## config.mk

```make
export PLATFORM = sky130hd
export DESIGN_NAME = ogpu_buffer_arbiter_flat
export DESIGN_NICKNAME = d
export VERILOG_FILES = /design/src/rtl/ogpu_buffer_arbiter_pkg.sv /design/src/rtl/ogpu_buffer_arbiter_if.sv /design/src/rtl/ogpu_buffer_arbiter_rr_picker.sv /design/src/rtl/ogpu_buffer_arbiter.sv /design/src/flat_wrapper.sv
export SDC_FILE = /design/constraint.sdc
export NUM_CORES = 1
export LEC_CHECK = 0
export ABC_AREA = 1
export BUFFER_PORTS_ARGS = -buffer_cell sky130_fd_sc_hd__buf_2
export CAP_MARGIN = 30
export CELL_PAD_IN_SITES_DETAIL_PLACEMENT = 0
export CELL_PAD_IN_SITES_GLOBAL_PLACEMENT = 1
export CORE_AREA = 2 2 229 231
export DETAILED_ROUTE_END_ITERATION = 6
export DIE_AREA = 0 0 231 233
export GPL_ROUTABILITY_DRIVEN = 0
export PLACE_DENSITY = 0.44
export SYNTH_ARGS = -nofsm -noshare
export SYNTH_HDL_FRONTEND = slang
export SYNTH_HIERARCHICAL = 1
export SYNTH_SLANG_ARGS = --single-unit
```

## constraint.sdc

```tcl
create_clock -name clk -period 3.4 [get_ports clk]
set_input_delay 0.34 -clock clk [delete_from_list [all_inputs] [get_ports clk]]
set_output_delay 0.34 -clock clk [all_outputs]
set_load 0.05 [all_outputs]
```

## src/rtl/ogpu_buffer_arbiter_pkg.sv

```systemverilog
// Shared widths, burst limit and command payload type for the OpenGPU buffer-RAM port-2 arbiter.
package ogpu_buffer_arb_pkg;

  localparam int ARB_NUM_REQ   = 4;
  localparam int ARB_ADDR_W    = 13;
  localparam int ARB_DATA_W    = 64;
  localparam int ARB_BE_W      = ARB_DATA_W / 8;
  localparam int ARB_MAX_BURST = 8;

  typedef struct packed {
    logic                  write;
    logic [ARB_ADDR_W-1:0] addr;
    logic [ARB_BE_W-1:0]   be;
    logic [ARB_DATA_W-1:0] wdata;
  } cmd_t;

  // Round-robin successor of a requester index, wrapping at n (n need not be a power of two).
  function automatic int rr_next(input int idx, input int n);
    return (idx + 1 >= n) ? 0 : idx + 1;
  endfunction

endpackage

```

## src/rtl/ogpu_buffer_arbiter_if.sv

```systemverilog
// Requester-side command/response bundle plus the RAM port-2 pins of the buffer arbiter.
interface ogpu_buffer_arbiter_if
  import ogpu_buffer_arb_pkg::*;
#(
  parameter int NUM_REQ = ARB_NUM_REQ,
  parameter int ADDR_W  = ARB_ADDR_W,
  parameter int DATA_W  = ARB_DATA_W,
  parameter int BE_W    = ARB_BE_W,
  parameter int GID_W   = $clog2(NUM_REQ)
);

  logic [NUM_REQ-1:0]        req_valid;
  logic [NUM_REQ-1:0]        req_ready;
  logic [NUM_REQ-1:0]        req_write;
  logic [NUM_REQ-1:0]        req_lock;
  logic [NUM_REQ*ADDR_W-1:0] req_addr;
  logic [NUM_REQ*DATA_W-1:0] req_wdata;
  logic [NUM_REQ*BE_W-1:0]   req_be;
  logic [NUM_REQ-1:0]        rsp_valid;
  logic [DATA_W-1:0]         rsp_rdata;
  logic [ADDR_W-1:0]         ram_address;
  logic [BE_W-1:0]           ram_byteenable;
  logic [DATA_W-1:0]         ram_writedata;
  logic                      ram_chipselect;
  logic                      ram_write;
  logic                      ram_clken;
  logic [DATA_W-1:0]         ram_readdata;
  logic [GID_W-1:0]          grant_id;

  // Arbiter side.
  modport slave (
    input  req_valid, req_write, req_lock, req_addr, req_wdata, req_be, ram_readdata,
    output req_ready, rsp_valid, rsp_rdata,
    output ram_address, ram_byteenable, ram_writedata, ram_chipselect, ram_write, ram_clken,
    output grant_id
  );

  // Requesters plus RAM model side.
  modport master (
    output req_valid, req_write, req_lock, req_addr, req_wdata, req_be, ram_readdata,
    input  req_ready, rsp_valid, rsp_rdata,
    input  ram_address, ram_byteenable, ram_writedata, ram_chipselect, ram_write, ram_clken,
    input  grant_id
  );

endinterface

```

## src/rtl/ogpu_buffer_arbiter_rr_picker.sv

```systemverilog
// Combinational NUM_REQ-way round-robin picker: first set request at or after ptr_i, wrapping.
module ogpu_rr_picker #(
  parameter int NUM_REQ = 4,
  parameter int IW      = $clog2(NUM_REQ)
) (
  input  logic [NUM_REQ-1:0] req_i,
  input  logic [IW-1:0]      ptr_i,
  output logic [NUM_REQ-1:0] grant_o,
  output logic [IW-1:0]      idx_o,
  output logic               any_o
);

  int          cand;
  logic [IW-1:0] cand_idx;

  always_comb begin
    grant_o  = '0;
    idx_o    = '0;
    any_o    = 1'b0;
    cand     = 0;
    cand_idx = '0;
    for (int k = 0; k < NUM_REQ; k++) begin
      cand = int'(ptr_i) + k;
      if (cand >= NUM_REQ) cand = cand - NUM_REQ;
      cand_idx = IW'(cand);
      if (!any_o && req_i[cand_idx]) begin
        any_o             = 1'b1;
        grant_o[cand_idx] = 1'b1;
        idx_o             = cand_idx;
      end
    end
  end

endmodule

```

## src/rtl/ogpu_buffer_arbiter.sv

```systemverilog
// Round-robin arbiter for port 2 of the OpenGPU buffer RAM; one command per cycle, 1-cycle read return.
// Optional lock-based burst holding is built when OGPU_BUFFER_ARB_BURST_EN is defined.
module ogpu_buffer_arbiter
  import ogpu_buffer_arb_pkg::*;
#(
  parameter int NUM_REQ   = ARB_NUM_REQ,
  parameter int ADDR_W    = ARB_ADDR_W,
  parameter int DATA_W    = ARB_DATA_W,
  parameter int BE_W      = ARB_BE_W,
  parameter int MAX_BURST = ARB_MAX_BURST
) (
  input  logic                   clk,
  input  logic                   reset_n,
  ogpu_buffer_arbiter_if.slave   bus
);

  localparam int IW = $clog2(NUM_REQ);
  localparam int CW = $clog2(MAX_BURST + 1);

  logic [IW-1:0]      rr_ptr_q, rr_ptr_d;
  logic [IW-1:0]      grant_id_q, grant_id_d;
  logic [NUM_REQ-1:0] rsp_oh_q, rsp_oh_d;

  logic [NUM_REQ-1:0] pick_oh, win_oh;
  logic [IW-1:0]      pick_idx, win_idx;
  logic               pick_any;
  logic               hold_win;
  logic               accept;
  cmd_t               sel;

  ogpu_rr_picker #(
    .NUM_REQ (NUM_REQ),
    .IW      (IW)
  ) u_picker (
    .req_i   (bus.req_valid),
    .ptr_i   (rr_ptr_q),
    .grant_o (pick_oh),
    .idx_o   (pick_idx),
    .any_o   (pick_any)
  );

`ifdef OGPU_BUFFER_ARB_BURST_EN
  // hold_q: the last accepted beat asked to keep the grant and has burst budget left.
  logic          hold_q, hold_d;
  logic [CW-1:0] beat_q, beat_d;

  assign hold_win = hold_q && bus.req_valid[grant_id_q];

  always_comb begin
    beat_d = '0;
    hold_d = 1'b0;
    if (accept) begin
      beat_d = hold_win ? beat_q + 1'b1 : CW'(1);
      hold_d = bus.req_lock[win_idx] && (beat_d < CW'(MAX_BURST));
    end
  end

  always_ff @(posedge clk or negedge reset_n) begin
    if (!reset_n) begin
      hold_q <= 1'b0;
      beat_q <= '0;
    end else begin
      hold_q <= hold_d;
      beat_q <= beat_d;
    end
  end
`else
  logic unused_ok;

  assign hold_win  = 1'b0;
  assign unused_ok = ^{bus.req_lock, CW'(MAX_BURST)};
`endif

  // A held burst owner is valid by construction, so pick_any also covers the hold case.
  assign accept  = reset_n && pick_any;
  assign win_oh  = hold_win ? (NUM_REQ'(1) << grant_id_q) : pick_oh;
  assign win_idx = hold_win ? grant_id_q : pick_idx;

  always_comb begin
    sel = '0;
    for (int i = 0; i < NUM_REQ; i++) begin
      if (win_oh[i]) begin
        sel.write = bus.req_write[i];
        sel.addr  = bus.req_addr[i*ADDR_W +: ADDR_W];
        sel.be    = bus.req_be[i*BE_W +: BE_W];
        sel.wdata = bus.req_wdata[i*DATA_W +: DATA_W];
      end
    end
  end

  // RAM port-2 drive: strobes only in an accept cycle, so the address register stalls otherwise.
  assign bus.req_ready      = accept ? win_oh : '0;
  assign bus.ram_chipselect = accept;
  assign bus.ram_clken      = accept;
  assign bus.ram_write      = accept && sel.write;
  assign bus.ram_address    = accept ? sel.addr  : '0;
  assign bus.ram_byteenable = accept ? sel.be    : '0;
  assign bus.ram_writedata  = accept ? sel.wdata : '0;

  always_comb begin
    rr_ptr_d   = rr_ptr_q;
    grant_id_d = grant_id_q;
    rsp_oh_d   = '0;
    if (accept) begin
      rr_ptr_d   = IW'(rr_next(int'(win_idx), NUM_REQ));
      grant_id_d = win_idx;
      rsp_oh_d   = sel.write ? '0 : win_oh;
    end
  end

  always_ff @(posedge clk or negedge reset_n) begin
    if (!reset_n) begin
      rr_ptr_q   <= '0;
      grant_id_q <= '0;
      rsp_oh_q   <= '0;
    end else begin
      rr_ptr_q   <= rr_ptr_d;
      grant_id_q <= grant_id_d;
      rsp_oh_q   <= rsp_oh_d;
    end
  end

  // Response stage: RAM q is unregistered, so read data is forwarded straight to the owner.
  assign bus.rsp_valid = rsp_oh_q;
  assign bus.rsp_rdata = (|rsp_oh_q) ? bus.ram_readdata : '0;
  assign bus.grant_id  = grant_id_q;

endmodule

```

## src/flat_wrapper.sv

```systemverilog
// flat-port wrapper written by rule: the top's interface ports become plain ports
module ogpu_buffer_arbiter_flat import ogpu_buffer_arb_pkg::*;
#(
  parameter int NUM_REQ   = ARB_NUM_REQ,
  parameter int ADDR_W    = ARB_ADDR_W,
  parameter int DATA_W    = ARB_DATA_W,
  parameter int BE_W      = ARB_BE_W,
  parameter int MAX_BURST = ARB_MAX_BURST
)
  (clk, reset_n, bus_req_valid, bus_req_write, bus_req_lock, bus_req_addr, bus_req_wdata, bus_req_be, bus_ram_readdata, bus_req_ready, bus_rsp_valid, bus_rsp_rdata, bus_ram_address, bus_ram_byteenable, bus_ram_writedata, bus_ram_chipselect, bus_ram_write, bus_ram_clken, bus_grant_id);
  ogpu_buffer_arbiter_if #(.NUM_REQ(NUM_REQ), .ADDR_W(ADDR_W), .DATA_W(DATA_W), .BE_W(BE_W)) bus_i ();
  input  logic clk;
  input  logic reset_n;
  input wire logic [$bits(bus_i.req_valid)-1:0] bus_req_valid;
  input wire logic [$bits(bus_i.req_write)-1:0] bus_req_write;
  input wire logic [$bits(bus_i.req_lock)-1:0] bus_req_lock;
  input wire logic [$bits(bus_i.req_addr)-1:0] bus_req_addr;
  input wire logic [$bits(bus_i.req_wdata)-1:0] bus_req_wdata;
  input wire logic [$bits(bus_i.req_be)-1:0] bus_req_be;
  input wire logic [$bits(bus_i.ram_readdata)-1:0] bus_ram_readdata;
  output wire logic [$bits(bus_i.req_ready)-1:0] bus_req_ready;
  output wire logic [$bits(bus_i.rsp_valid)-1:0] bus_rsp_valid;
  output wire logic [$bits(bus_i.rsp_rdata)-1:0] bus_rsp_rdata;
  output wire logic [$bits(bus_i.ram_address)-1:0] bus_ram_address;
  output wire logic [$bits(bus_i.ram_byteenable)-1:0] bus_ram_byteenable;
  output wire logic [$bits(bus_i.ram_writedata)-1:0] bus_ram_writedata;
  output wire logic [$bits(bus_i.ram_chipselect)-1:0] bus_ram_chipselect;
  output wire logic [$bits(bus_i.ram_write)-1:0] bus_ram_write;
  output wire logic [$bits(bus_i.ram_clken)-1:0] bus_ram_clken;
  output wire logic [$bits(bus_i.grant_id)-1:0] bus_grant_id;
  assign bus_i.req_valid = bus_req_valid;
  assign bus_i.req_write = bus_req_write;
  assign bus_i.req_lock = bus_req_lock;
  assign bus_i.req_addr = bus_req_addr;
  assign bus_i.req_wdata = bus_req_wdata;
  assign bus_i.req_be = bus_req_be;
  assign bus_i.ram_readdata = bus_ram_readdata;
  assign bus_req_ready = bus_i.req_ready;
  assign bus_rsp_valid = bus_i.rsp_valid;
  assign bus_rsp_rdata = bus_i.rsp_rdata;
  assign bus_ram_address = bus_i.ram_address;
  assign bus_ram_byteenable = bus_i.ram_byteenable;
  assign bus_ram_writedata = bus_i.ram_writedata;
  assign bus_ram_chipselect = bus_i.ram_chipselect;
  assign bus_ram_write = bus_i.ram_write;
  assign bus_ram_clken = bus_i.ram_clken;
  assign bus_grant_id = bus_i.grant_id;
  ogpu_buffer_arbiter #(.NUM_REQ(NUM_REQ), .ADDR_W(ADDR_W), .DATA_W(DATA_W), .BE_W(BE_W), .MAX_BURST(MAX_BURST)) u_core (.clk(clk), .reset_n(reset_n), .bus(bus_i));
endmodule
```

======== Word-level counts from Yosys, hierarchy flattened ========
Index checks and enable logic that the tools add are counted.
Widths: inputs -> output; s select.
storage, ports and cells
  bits in registers ....................... 8
  input bits .............................. 418
  output and inout bits ................... 162
  logic and storage cells ................. 84
operators by class
  add/subtract/negate cells ............... 8
  order comparisons ....................... 13
  mux-type cells .......................... 44
  bitwise operators ....................... 3
  reductions and logical operators ........ 13
operators with widths
  cell                 number
  $mux 86              4
  $mux 64              2
  $mux 4               7
  $mux 2               9
  $mux 13              1
  $ge 3x3->1 const B   4
  $lt 2x3->1 const B   4
  $mux 1               12
  $or 4x4->4           3
  $logic_and 1x1->1    9
  $bmux 1 s2           4
  $demux 1 s2          4
  $ge 2x1->1 const B   4
  $mux 8               1
  $sub 2x1->2 const B  4
  $add 2x1->3 const B  2
  $add 2x2->3 const B  2
  $reduce_or 4->1      1
  $ge 2x3->1 const B   1
  $logic_not 1->1      3

======== Logic depth before layout (Yosys ltp) ========
Gate-level depths: netlist of the first run.
  depth in word-level cells ............... 20
  mapped depth ............................ 17
  gate-level depth less buffers ........... 14

======== Modules after synthesis ========
The synthesis of the first run kept the hierarchy.
by module, submodules not included
  module               times used  cells each  area each (um^2)  seq. area each (um^2)
  ogpu_buffer_arbiter  1           765         3804.9            200.2
  ogpu_rr_picker       1           74          440.4             0.0

======== Least setup slack after synthesis of the first run ========
Ideal clock, no wire load.
  path kind ............................... register to output
  from .................................... register u_core.rr_ptr_q[0]
  to ...................................... output bus_ram_writedata[58]
  arrival ................................. 3259 ps
  required time ........................... 3060 ps
  slack ................................... -199 ps
  stages on the path, launching flop included .. 14
  buffers on the path ..................... 2
  path through ............................ dfrtp_1 > inv_2 > ha_1 > inv_1 > nand2_1 > nand2_2 > nor2_4 > buf_6 > nand4_1 > nand2_1 > clkinv_1 > clkbuf_1 > o21ai_0 > a21oi_1
on the way
  elaborated cells between the ends (all ways) .. 66
  classes of those cells .................. add/sub (7); order compare (12); mux (33); bitwise (3); reduce/logical (11)
RTL lines
  item                                                                  RTL line                             text
  from (decl)                                                           ogpu_buffer_arbiter.sv:20            logic [IW-1:0] rr_ptr_q, rr_ptr_d;
  from (signal assigned)                                                ogpu_buffer_arbiter.sv:117           rr_ptr_q <= rr_ptr_d;
  parallel branches: the longest is 13 deep, another holds $add 2x1->3  -
  $mux 1 *                                                              ogpu_buffer_arbiter_rr_picker.sv:26  if (!any_o && req_i[cand_idx]) begin
  via u_core.pick_any                                                   ogpu_buffer_arbiter.sv:26            logic pick_any;
  $logic_and 1x1->1 *                                                   ogpu_buffer_arbiter.sv:75            assign accept = reset_n && pick_any;
  via bus_ram_chipselect                                                flat_wrapper.sv:27                   output wire logic [$bits(bus_i.ram_chipselect)-1:0] bus_ram_chipselect;
  $mux 64 *                                                             ogpu_buffer_arbiter.sv:98            assign bus.ram_writedata = accept ? sel.wdata : '0;
  to (decl)                                                             flat_wrapper.sv:26                   output wire logic [$bits(bus_i.ram_writedata)-1:0] bus_ram_writedata;
Mark *: on every way through the listed nets, which the timed path passes. The select of a mux whose other input is x is not followed.

======== Final worst setup path of the first run ========
  from .................................... register u_core.rr_ptr_q[0]
  to ...................................... output bus_ram_writedata[45]
on the way
  elaborated cells between the ends (all ways) .. 66
  classes of those cells .................. add/sub (7); order compare (12); mux (33); bitwise (3); reduce/logical (11)
RTL lines
  item                                                                  RTL line                             text
  parallel branches: the longest is 13 deep, another holds $add 2x1->3  -
  $mux 4 *                                                              ogpu_buffer_arbiter_rr_picker.sv:26
  via u_core.pick_oh[1]                                                 ogpu_buffer_arbiter.sv:24            logic [NUM_REQ-1:0] pick_oh, win_oh;
  $mux 86 * (3 in series)                                               ogpu_buffer_arbiter.sv:82            if (win_oh[i]) begin
  $mux 64 *                                                             ogpu_buffer_arbiter.sv:98
Marks and branches as above.

==> flow_summary_export.csv, run 1 <==
group,metric,value,unit
yosys,ys_seq_area_share,4.716,%
yosys,synth.distinct_cells,26,
yosys,synthCells,839,
critical_path,r2r_setup_slack,930,ps
timing,fin_setup_tns,0,ps
critical_path,timing.rr.start,"u_core/rr_ptr_q[0]",
yosys,yosysMostFrequentCell,"nand2_1",
floorplanning,die-area,53820,um2
clock_tree,clockRootBuffer,"clkbuf_16",
critical_path,r2r-end,"u_core/bus.rsp_valid[1]",
timing,post-route-period-util,93.67,%
floorplanning,die_h,233,um
floorplanning,num_rows,83,
critical_path,r2r_cells,16,
yosys,synth_area_leaders,"nand2_1 (20%), a21oi_1 (18%), o211ai_1 (15%)",
global_routing,track_usage,12.07,%
placed_design,io_buffer_count,575,
critical_path,cp_data_arrival_time,2840,ps
critical_path,crit_path_max_fanout,58,
yosys,synthXorXnorAreaFrac,0,%
detailed_routing,avgViaCountPerCell,3.882,
hold_path,holdPathEnd,"u_core/bus.rsp_valid[3]",
critical_path,setup.worst_path.class,"reg -> out",
detailed_routing,drt_first_pass_iters,4,
yosys,synth_flop_cell,"dfrtp_1",
clock_tree,h-tree-depth,1,
timing,worst_pin_slew,673.2,ps
detailed_routing,num_vias,7973,
global_routing,grt_pass1_wl,48.64,mm
yosys,synthMuxAreaShare,0,%
timing,layout_min_cycle_time,3185,ps
floorplanning,die_x,231,um
yosys,synth_compound_area_share,41.14,%
yosys,synth_edf_count,0,
clock_tree,clock_latency,230,ps
finish,drive_above_1_share,47.30,%
hold_path,hold_start,"bus_req_write[3]",
global_routing,overflow,0,
hold_path,hold_path_class,"in -> reg",
finish,syn2layout_area_growth,97.29,%
yosys,synth_adder_area_share,1.768,%
yosys,synth_common_cells,"nand2_1 (228), a21oi_1 (155), o211ai_1 (85)",
global_routing,grt_pass1_vias,7862,
detailed_routing,drc,0,
critical_path,cp-end-kind,"primary output",
floorplanning,initial_core_util,8.309,%
timing,finalHoldViolCount,0,
hold_path,hold_depth,3,
yosys,synth.avg_cell_area,5.060,um2
clock_tree,clock_sinks,8,
detailed_routing,routed_wl,36.20,mm
detailed_routing,drt-initial-drc-count,212,
timing,fmax,314.0,MHz
yosys,async_reset_ff_share,100.0,%
yosys,synth_top_cell_area_share,20.16,%
timing,setup_viol,0,
floorplanning,core_area,51090,um2
yosys,synth_area,4245,um2
outcome,status,"complete, no violations",
clock_tree,clk_pin_slew_worst_paths,40,ps
detailed_routing,routedWlPerCell,17.63,um
critical_path,crit_required,3060,ps
yosys,synth_top_cell_by_area,"nand2_1",
timing,fin_skew,0.7308,ps
yosys,yosysWarnings,6,
yosys,synth_nets,1263,
global_routing,grt_antenna_before_repair,3,
finish,layout.nets,1798,
floorplanning,ioPinCount,580,
placed_design,dp_slack,176.3,ps
yosys,ys_ff_latch,8,
clock_tree,clk_path_buf_depth,2,
clock_tree,cts_made_buffers,3,
detailed_routing,detail-route-antenna-nets,0,
timing,rsz0062_at_grt,"false",
clock_tree,cts_tree,"done",
timing,drv_slew,0,
timing,relSlewSlack,54.96,%
global_routing,grt_max_degree,66,
run,drv_cap,0,
placed_design,hpwl,29.21,mm
yosys,synth_top_family_by_area,"compound AO/OA/AOI/OAI gates",
critical_path,critPathLaunchType,"register",
timing,layout_setup_ws,215.4,ps
yosys,synth-simple-area-share,35.51,%
[kinds of logic (layout without fill, tap and decap cells)]
family / after synthesis / count (layout)
AO/OA/AOI/OAI: 304 / 304
other: 0 / 2
flip-flops: 8 / 8
adder cells (fa/ha/maj): 6 / 6
buffers and inverters: 161 / 693
AND/OR/NAND/NOR: 360 / 361
[through the flow]
step | instance area [um2] | hold slack, ps | utilization (%) | cells
4_1_cts | 8148 | 455.3 | 15.95 | 2045
6_report | 8376 | 472.1 | 16.39 | 2054
5_1_grt | 8371 | 508.9 | 16.38 | 2052
2_1_floorplan | 4264 | 44.41 | - | 839
3_3_place_gp | 8058 | 227.7 | 15.77 | 2041
3_5_place_dp | 8058 | 228.4 | 15.77 | 2041
[worst max path at each step]
stage / from / endpoint / slack [ps]
2_1_floorplan: u_core/rr_ptr_q[0] / bus_ram_writedata[10] / 20
3_3_place_gp: u_core/rr_ptr_q[1] / bus_ram_write / 140
3_5_place_dp: u_core/rr_ptr_q[1] / bus_ram_address[6] / 180
4_1_cts: u_core/rr_ptr_q[1] / bus_ram_write / 10
5_1_grt: u_core/rr_ptr_q[0] / bus_ram_address[2] / 10
6_report: u_core/rr_ptr_q[0] / bus_ram_writedata[45] / 220
[flip-flops by register name, indices dropped and copies added, names as in the netlist]
signal,flops
u_core/bus.rsp_valid,4
u_core/bus.grant_id,2
u_core/rr_ptr_q,2
[critical path: stages (launching register included)]
cell and delay, ps:
dfrtp_1 390, inv_2 80, buf_4 170, nand2_2 90, nand2_1 70, nand2_1 60
nand2_2 150, inv_1 140, nand3_1 120, nand3_2 110, buf_12 170, inv_6 150
buf_16 240, o211ai_1 180, a21oi_1 160, clkbuf_4 240
[layout by cell type, fill, tap and decap left out, drive strengths merged]
master,n
buf,590
a21boi,4
inv,80
nor2,73
nand2,236
o21ai,59
nand4,7
diode,2
dfrtp,8
clkbuf,21
nand3,43
nor4,1
a21oi,155
o31ai,1
clkinv,1
o211ai,85
dlygate4sd3,1
ha,6
or2,1
[per-layer routing]
layer	up-vias	global-route usage [%]	wire [um]
li1	3900	-	-
met1	3619	11.95	12770
met5	-	0	13
met2	411	24.55	19540
met3	41	1.936	2519
met4	2	4.879	1358
[timing repair]
action,in CTS,in global routing
resized for setup,2,47
hold buffers,1,0
gates cloned,0,3
pin swaps,0,1
endpoints found under the setup margin,4,85
setup buffers,0,4
hold endpoints to repair,8,0
[area by class of cell]
type,instances,area [um2]
fill,6055,42720
timing repair buffer,609,3503
multi-input combinational,671,3426
tap,680,850.8
inverter,81,315.3
sequential,8,200.2
clock buffer,3,75.07
antenna,2,5.005
Power of run 1 is not shown: default switching activity piles up to over one toggle a cycle in this logic, so the estimate is an artifact.
==> run 2: changes to the inputs <==
clock period = 3.26 ns   (was 3.4 ns; I/O delays follow)
==> run 2 against run 1 <==
Final cell count increased by 1.1%. Hold slack lost 460 ps. Critical path depth shrank 2. Sequential cell count unchanged. Largest cell class unchanged.
==> flow_summary_export.csv, run 2 (same netlist as run 1, synthesis figures left out) <==
group,metric,value,unit
timing,finalHoldViolCount,0,
finish,nFillCells,6047,
clock_tree,cts_made_buffers,3,
global_routing,grt_pass1_wl,47.27,mm
clock_tree,h-tree-depth,1,
floorplanning,initial_core_util,8.309,%
placed_design,dpl_cell_area,8396,um2
floorplanning,die-area,53820,um2
floorplanning,die_x,231,um
critical_path,r2r-end,"u_core/bus.rsp_valid[1]",
detailed_routing,routedWlPerCell,17.72,um
global_routing,track_usage,11.60,%
detailed_routing,drt_first_pass_iters,5,
global_routing,overflow,0,
placed_design,dp_slack,94.59,ps
critical_path,critPathLaunchType,"register",
detailed_routing,drt-initial-drc-count,296,
critical_path,crit_path_max_fanout,34,
critical_path,r2r_setup_slack,710,ps
critical_path,cpPeakStageDelay,340,ps
placed_design,hpwl,27.88,mm
global_routing,grt_antenna_before_repair,2,
timing,worst_pin_slew,481.7,ps
timing,setup_viol,0,
timing,layout_min_cycle_time,3091,ps
clock_tree,clk_path_buf_depth,2,
critical_path,crit_buf_inv,5,
finish,largest_register_ffs,4,
outcome,status,"complete, no violations",
timing,fin_skew,2.128,ps
hold_path,hold_path_class,"in -> async",
floorplanning,core_area,51090,um2
finish,post-route-cell-area,8900,um2
finish,final_cell_mix,"buf_2 (543), nand2_1 (228), a21oi_1 (95)",
finish,syn2layout_area_growth,109.6,%
critical_path,worstPathCellList,"inv_1 > ha_4 > inv_1 > nand2_1 > nand2_2 > nor2_2 > nand4_1 > nand3_4 > buf_4 > buf_12 > a21oi_1 > a21oi_2 > buf_2",
critical_path,cp_data_arrival_time,2760,ps
detailed_routing,num_vias,8020,
detailed_routing,avgViaCountPerCell,3.863,
critical_path,cp-end-kind,"primary output",
finish,drive_above_1_share,52.08,%
floorplanning,die_h,233,um
clock_tree,clk_pin_slew_worst_paths,40,ps
critical_path,cp_slowest_cell,"dfrtp_1",
detailed_routing,routed_wl,36.78,mm
critical_path,crit_required,2930,ps
run,drv_cap,0,
clock_tree,hold_buffers,0,
critical_path,path_delay_family,"buffers and inverters",
placed_design,place_inst,2057,
critical_path,setup.worst_path.class,"reg -> out",
timing,relSlewSlack,67.75,%
critical_path,r2r_cells,15,
global_routing,grt_max_degree,65,
timing,fmax,323.6,MHz
finish,stdcell_count,2076,
clock_tree,clock_sinks,8,
placed_design,io_buffer_count,575,
detailed_routing,drc,0,
clock_tree,clockRootBuffer,"clkbuf_16",
timing,post-route-period-util,94.81,%
finish,n_antenna_cell,0,
timing,layout_setup_ws,169.3,ps
critical_path,timing.rr.start,"u_core/rr_ptr_q[1]",
global_routing,grt_pass1_vias,8001,
clock_tree,clock_latency,230,ps
finish,final_common_cell,"buf_2",
finish,layout.nets,1822,
floorplanning,num_rows,83,
clock_tree,cts_tree,"done",
detailed_routing,detail-route-antenna-nets,0,
timing,drv_slew,0,
critical_path,cpMostUsedCell,"inv_1",
floorplanning,ioPinCount,580,
[run 2: cell type report]
type / count / area [um2] / area share [%]
timing repair buffer: 633 / 3826 / 42.99
multi-input combinational: 671 / 3631 / 40.80
tap: 680 / 850.8 / 9.560
inverter: 81 / 316.6 / 3.557
sequential: 8 / 200.2 / 2.249
clock buffer: 3 / 75.07 / 0.8435
[run 2: worst reg2reg max path: stages (launching register included)]
cell	delay, ps
dfrtp_1	370
inv_1	110
ha_4	230
inv_1	110
nand3_1	80
nand2_1	100
nor2_4	70
a21oi_1	220
nand3_4	160
inv_8	140
clkbuf_16	210
nand2_1	70
nand3_1	80
nand2_1	80
buf_4	140
a21oi_1	250
[run 2: per-stage QoR]
step	utilization [%]	hold WS, ps	setup TNS, ps
final	17.42	14.90	0
after global placement	16.43	261.9	0
after detailed placement	16.43	266.7	0
after global routing	17.42	40.03	-0.02620
after CTS	16.60	23.41	0
after floorplan	-	30.41	0
[run 2: routing by layer]
layer  vias up  GRT usage (%)  share of wire (%)
li1       3937              -                  -
met5         -              0              0.035
met3        40          1.936                7.6
met4         2          3.750                2.9
met1      3602          11.96                 37
met2       439          23.39                 53
[run 2: worst max-delay path by stage]
stage / from / depth (start not counted) / slack (ps) / end
2_1_floorplan: u_core/rr_ptr_q[0] / 14 / 30 / bus_ram_write
3_3_place_gp: u_core/rr_ptr_q[0] / 15 / 80 / bus_ram_writedata[24]
3_5_place_dp: u_core/rr_ptr_q[0] / 15 / 90 / bus_ram_writedata[29]
4_1_cts: u_core/rr_ptr_q[0] / 15 / 8 / bus_ram_writedata[36]
5_1_grt: u_core/rr_ptr_q[1] / 16 / -0.03 / bus_ram_byteenable[7]
6_report: u_core/rr_ptr_q[1] / 13 / 170 / bus_ram_writedata[4]
[run 2: what timing repair did]
item,4_1_cts,5_1_grt
pin swaps,0,7
cloned,0,9
setup endpoints to repair,52,86
gates resized for setup,3,53
setup buffers,0,7
Power of run 2 is left out for the same reason.
